### src/rtl/uart_pkg.sv
// uart_pkg: definitions shared by the UART receive and transmit paths.
//   rx_state_t      : receiver FSM states
//   UART_BAUD_DIV   : clk cycles per bit (50 MHz / 19200 baud)
//   UART_FRAME_BITS : samples per 8N1 frame (start + 8 data + stop)
package uart_pkg;

    typedef enum logic {IDLE, RECEIVE} rx_state_t;

    localparam int UART_BAUD_DIV   = 2604;
    localparam int UART_FRAME_BITS = 10;

endpackage

### src/rtl/uart_rx_cmd_if.sv
// uart_rx_cmd_if: byte handshake between the UART receiver and its consumer.
//   rx_data   : last received byte, stable while rdy is high
//   rdy       : rx_data holds an unacknowledged byte
//   frame_err : bad stop bit seen on the byte in rx_data
//   clr_rdy   : one-cycle acknowledge from the consumer
// master = receiver side, slave = consumer side.
interface uart_rx_cmd_if;
    logic [7:0] rx_data;
    logic       rdy;
    logic       frame_err;
    logic       clr_rdy;

    modport master (output rx_data, rdy, frame_err, input clr_rdy);
    modport slave  (input rx_data, rdy, frame_err, output clr_rdy);
endinterface

### src/rtl/uart_rx_synch.sv
// uart_rx_synch: two-flop synchronizer for the asynchronous RX pin plus a
// falling-edge detect on the synchronized line.
//   clk, rst : system clock, synchronous active-high reset
//   rx_async : raw serial input
//   rx_s     : synchronized RX (second flop)
//   fall     : rx_s went 1 -> 0 this cycle
// All flops preset high on reset so an idle-high line never looks like a
// start edge right after reset.
module uart_rx_synch (
    input  logic clk,
    input  logic rst,
    input  logic rx_async,
    output logic rx_s,
    output logic fall
);
    logic rx_ff1;
    logic rx_prev;

    always_ff @(posedge clk) begin
        if (rst) begin
            rx_ff1  <= 1'b1;
            rx_s    <= 1'b1;
            rx_prev <= 1'b1;
        end else begin
            rx_ff1  <= rx_async;
            rx_s    <= rx_ff1;
            rx_prev <= rx_s;
        end
    end

    assign fall = rx_prev & ~rx_s;
endmodule

### src/rtl/uart_rx_cmd.sv
// uart_rx_cmd: 8N1 UART receiver for the BLE command line.
//   clk, rst : system clock, synchronous active-high reset
//   RX       : asynchronous serial line, idles high
//   bus      : uart_rx_cmd_if.master (rx_data, rdy, frame_err out; clr_rdy in)
// Parameter BAUD_DIV: clk cycles per bit.
// Optional macro UART_RX_FRAME_ERR_EN: rejects false starts (start bit high
// at its mid-bit sample) and flags a low stop bit on frame_err. Without it
// frame_err stays 0 and every detected start yields a byte.
module uart_rx_cmd
    import uart_pkg::*;
#(
    parameter int BAUD_DIV = UART_BAUD_DIV
) (
    input  logic               clk,
    input  logic               rst,
    input  logic               RX,
    uart_rx_cmd_if.master      bus
);
    localparam logic [11:0] BAUD_FULL = 12'(BAUD_DIV);
    localparam logic [11:0] BAUD_HALF = 12'(BAUD_DIV / 2);
    localparam logic [3:0]  LAST_BIT  = 4'(UART_FRAME_BITS - 1);

    logic rx_s;
    logic fall;

    uart_rx_synch u_synch (
        .clk      (clk),
        .rst      (rst),
        .rx_async (RX),
        .rx_s     (rx_s),
        .fall     (fall)
    );

    rx_state_t   state_q, state_d;
    logic [11:0] baud_q, baud_d;
    logic [3:0]  bit_q, bit_d;
    logic [9:0]  shift_q, shift_d;
    logic [7:0]  data_q, data_d;
    logic        rdy_q, rdy_d;
    logic        ferr_q, ferr_d;

    logic false_start;
    logic stop_err;

`ifdef UART_RX_FRAME_ERR_EN
    assign false_start = (bit_q == 4'd0) && rx_s;
    assign stop_err    = ~rx_s;
`else
    assign false_start = 1'b0;
    assign stop_err    = 1'b0;
`endif

    // The start bit ends up in shift_q[0] and is never consumed.
    logic unused_start;
    assign unused_start = shift_q[0];

    always_ff @(posedge clk) begin
        if (rst) begin
            state_q <= IDLE;
            baud_q  <= '0;
            bit_q   <= '0;
            shift_q <= '0;
            data_q  <= '0;
            rdy_q   <= 1'b0;
            ferr_q  <= 1'b0;
        end else begin
            state_q <= state_d;
            baud_q  <= baud_d;
            bit_q   <= bit_d;
            shift_q <= shift_d;
            data_q  <= data_d;
            rdy_q   <= rdy_d;
            ferr_q  <= ferr_d;
        end
    end

    always_comb begin
        state_d = state_q;
        baud_d  = baud_q;
        bit_d   = bit_q;
        shift_d = shift_q;
        data_d  = data_q;
        rdy_d   = rdy_q;
        ferr_d  = ferr_q;

        if (bus.clr_rdy) begin
            rdy_d  = 1'b0;
            ferr_d = 1'b0;
        end

        unique case (state_q)
            IDLE: begin
                if (fall) begin
                    state_d = RECEIVE;
                    baud_d  = BAUD_HALF;   // first sample lands mid start bit
                    bit_d   = '0;
                    rdy_d   = 1'b0;
                    ferr_d  = 1'b0;
                end
            end
            RECEIVE: begin
                // Count reaches zero on this edge: sample and reload.
                if (baud_q == 12'd1) begin
                    baud_d = BAUD_FULL;
                    if (false_start) begin
                        state_d = IDLE;
                    end else begin
                        shift_d = {rx_s, shift_q[9:1]};
                        bit_d   = bit_q + 4'd1;
                        if (bit_q == LAST_BIT) begin
                            // Stop sample: publish the byte. Placed after the
                            // clr_rdy clear so a coincident set wins.
                            state_d = IDLE;
                            data_d  = shift_d[8:1];
                            rdy_d   = 1'b1;
                            ferr_d  = stop_err;
                        end
                    end
                end else begin
                    baud_d = baud_q - 12'd1;
                end
            end
            default: state_d = IDLE;
        endcase
    end

    assign bus.rx_data   = data_q;
    assign bus.rdy       = rdy_q;
    assign bus.frame_err = ferr_q;
endmodule
### src/flat_wrapper.sv
// flat-port wrapper written by rule: the top's interface ports become plain ports
module uart_rx_cmd_flat import uart_pkg::*;
#(
    parameter int BAUD_DIV = UART_BAUD_DIV
)
  (clk, rst, RX, bus_rx_data, bus_rdy, bus_frame_err, bus_clr_rdy);
  uart_rx_cmd_if bus_i ();
  input  logic clk;
  input  logic rst;
  input  logic RX;
  output wire logic [$bits(bus_i.rx_data)-1:0] bus_rx_data;
  output wire logic [$bits(bus_i.rdy)-1:0] bus_rdy;
  output wire logic [$bits(bus_i.frame_err)-1:0] bus_frame_err;
  input wire logic [$bits(bus_i.clr_rdy)-1:0] bus_clr_rdy;
  assign bus_rx_data = bus_i.rx_data;
  assign bus_rdy = bus_i.rdy;
  assign bus_frame_err = bus_i.frame_err;
  assign bus_i.clr_rdy = bus_clr_rdy;
  uart_rx_cmd #(.BAUD_DIV(BAUD_DIV)) u_core (.clk(clk), .rst(rst), .RX(RX), .bus(bus_i));
endmodule
### config.mk
export PLATFORM = sky130hd
export DESIGN_NAME = uart_rx_cmd_flat
export DESIGN_NICKNAME = d
export VERILOG_FILES = /design/src/rtl/uart_pkg.sv /design/src/rtl/uart_rx_cmd_if.sv /design/src/rtl/uart_rx_synch.sv /design/src/rtl/uart_rx_cmd.sv /design/src/flat_wrapper.sv
export SDC_FILE = /design/constraint.sdc
export NUM_CORES = 1
export LEC_CHECK = 0
export CAP_MARGIN = 20
export CORE_ASPECT_RATIO = 0.5
export CORE_MARGIN = 5
export CORE_UTILIZATION = 45
export CTS_CLUSTER_SIZE = 8
export DETAILED_ROUTE_END_ITERATION = 16
export HOLD_SLACK_MARGIN = 0.03
export REMOVE_ABC_BUFFERS = 1
export SLEW_MARGIN = 10
export SYNTH_ARGS = -nofsm -noshare
export SYNTH_HDL_FRONTEND = slang
export SYNTH_SLANG_ARGS = --single-unit
### constraint.sdc
create_clock -name clk -period 1.79 [get_ports clk]
set_input_delay 0.358 -clock clk [delete_from_list [all_inputs] [get_ports clk]]
set_output_delay 0.358 -clock clk [all_outputs]
set_load 0.05 [all_outputs]
==> results.cfg <==
[synth]
ys_top_cells_by_area = dfxtp_1 (44%), a21oi_1 (7.9%), nand3_1 (5.5%), nand2_1 (5.5%), a31oi_1 (3.3%)
ys_seq_elements = 38
synth_cell_types = 43
synth-main-ff-cell = dfxtp_1
yosysWarnings = 0
synthCells = 204
yosysTopAreaCell = dfxtp_1
synth.cell_area_um2 = 1720
seq_area_frac_synth = 0.442
postSynthAreaPerCell_um2 = 8.43
ys_async_sr_fraction = 0
yosysMostFrequentCell = dfxtp_1
synthTopCellsByCount = dfxtp_1 (38), a21oi_1 (27), nand2_1 (25)
netlist.area_leader.share = 0.442
synth_edf_count = 0

[power_and_ir_drop]
vdd_ir_drop_max_uv = 586
power_density_nw_per_um2 = 997
p_leak_nw = 0.802

[global_route]
grt-ovfl-total = 0
grt_max_degree = 39
grt_pass1_wl_um = 7360
antenna_found_initial = 0
grt_pass1_vias = 1496
track_usage = 0.177

[placed_design]
gp_congestion = 0.805
portBuffers = 13
placed_area_um2 = 1970
place_hpwl_um = 2770

[min_path]
hold_class = reg2reg
hp-start = u_core.u_synch.rx_ff1$_SDFF_PP1_
holdPathStages = 1

[layout]
nNetsFinal = 241
final_util = 0.604
fillCellCount = 326
drive_above_1_share = 0.227
area_delta_synth_final_pct = 24.5
num_antenna_cells = 0
final_cell_area_um2 = 2140

[drt]
detail_route.wl_per_cell_um = 14.4
vias_per_cell = 5.54
vias = 1574
ant_nets = 0
routed_wirelength_um = 4090
firstDrtPassIters = 4
drtIter0Drc = 100
drc_errors = 0

[critical_path]
cpPeakStageDelay_ns = 0.35
critPathSlowestCell = dfxtp_1
cpMostUsedCell = buf_4
crit_path_start_kind = flip-flop
cp-startpoint = u_core.baud_q[1]$_SDFFE_PP0P_
r2r_slack_ns = 0.12
worst-r2r-cell-count = 9
cp.arrival_ns = 1.85
timing.rr.start = u_core.baud_q[1]$_SDFFE_PP0P_
cp.required_ns = 1.97
crit_type = reg2reg
critPathCaptureType = flip-flop
worstPathMaxFanout = 11
path_cells = inv_1 -> ha_1 -> nor4b_4 -> buf_4 -> buf_4 -> nand4_1 -> buf_4 -> mux2i_1 -> nor2_1

[sta]
final_max_slew_viol_count = 0
hold_violations = 0
timing.fmax_mhz = 598
period_share = 0.935
grt_setup_unrepaired = no
slew_headroom = 0.613
finalClockSkew_ns = 0.00856
tightest_slew_ns = 0.581
period_needed_ns = 1.67
setup_viol = 0

[floorplan]
row_count = 15
dieArea_um2 = 5230
ioPinCount = 14
dieHeight_um = 53.7
floorplan.initialDensity = 0.485
core_um2 = 3550
die_x_um = 97.4

[cts]
path_clk_slew_ns = 0.07
cts_tree = done
htreeDepth = 2
cts_inserted_buffers = 5
clkLatencyLatePin_ns = 0.29
clock-sinks = 38
cts_buffer_depth = 2
root_buffer = clkbuf_8

[flow_run]
max_cap_viol_count = 0

[outcome]
status = complete, no violations
timing repair:
item | 4_1_cts | 5_1_grt
gates resized for setup | 0 | 5
buffers inserted | 0 | 6
setup endpoints to repair | 0 | 30
hold buffers | 0 | 0
endpoints found under the hold margin | 0 | 0
per-layer routing:
| metal | wire length, µm | track usage | vias to the layer above |
|---|---|---|---|
| met5 | 0 | 0 | - |
| met2 | 1830 | 0.283 | 40 |
| met4 | 36 | 0.0552 | 0 |
| li1 | - | - | 797 |
| met3 | 233 | 0.0440 | 5 |
| met1 | 1990 | 0.240 | 732 |
logic make-up (layout without fill, tap and decap cells):
| family | Yosys count | in the layout | synth area share |
|---|---|---|---|
| flops | 38 | 38 | 0.442 |
| mux | 1 | 1 | 0.00582 |
| simple gates | 84 | 84 | 0.276 |
| fa+ha+maj | 4 | 4 | 0.0291 |
| compound gates | 58 | 58 | 0.201 |
| buf+inv | 19 | 48 | 0.0458 |
sequential cells by signal (all words and copies together) (netlist names):
| signal | count |
|---|---|
| u_core.state_q | 1 |
| u_core.u_synch.rx_ff1 | 1 |
| u_core.bus.rx_data | 8 |
| u_core.bit_q | 4 |
| u_core.u_synch.rx_prev | 1 |
| u_core.u_synch.rx_s | 1 |
| u_core.baud_q | 12 |
| u_core.bus.frame_err | 1 |
| u_core.shift_q | 8 |
| u_core.bus.rdy | 1 |
power breakdown:
part | total [W] | switching (W) | internal [W] | leakage (nW)
combinational | 0.000443 | 0.000225 | 0.000218 | 0.436
sequential | 0.000940 | 0.0000502 | 0.000890 | 0.309
clock | 0.000752 | 0.000306 | 0.000446 | 0.0573
final timing paths:
kind / to
worst max-delay path: u_core.shift_q[2]$_SDFFE_PP0P_
worst min-delay path: u_core.u_synch.rx_s$_SDFF_PP1_
worst min register to register: u_core.u_synch.rx_s$_SDFF_PP1_
worst max register to register: u_core.shift_q[2]$_SDFFE_PP0P_
cells in the final DEF (no fill, tap or decap), types with 4 or more instances in the layout:
cell type  count
buf_4         31
a21oi_1       26
nand2_1       25
a31oi_1        8
clkbuf_8       6
nor2_1         9
a211oi_1       4
inv_1          5
nand3_1       19
ha_1           4
dfxtp_1       38
o21ai_0        6
stage by stage:
step | setup TNS (ns) | worst slack [ns] | total power (W) | instances | hold slack (ns)
floorplan | -3.17 | -0.219 | 0.00116 | 191 | 0.389
global placement | -0.000376 | -0.000376 | 0.00130 | 271 | 0.394
detailed placement | 0 | 0.0259 | 0.00131 | 271 | 0.397
CTS | 0 | 0.00300 | 0.00206 | 278 | 0.417
global route | 0 | 0.00334 | 0.00224 | 284 | 0.424
finish | 0 | 0.117 | 0.00214 | 284 | 0.417
worst max-delay path, delay by kind of cell, from the launching register on:
family	cells	cell delay, ns
buf+inv	4	0.56
flops	1	0.35
simple gates	3	0.25
fa+ha+maj	1	0.19
mux	1	0.19
layout make-up:
class,count,area (µm²),area share
multi-input combinational,147,900,0.420
sequential,38,761,0.355
timing repair buffer,35,283,0.132
clock buffer,6,82.6,0.0386
tap,51,63.8,0.0298
clock inverter,1,30.0,0.0140
inverter,6,22.5,0.0105
No activity file was read; power rests on OpenSTA's default activity.
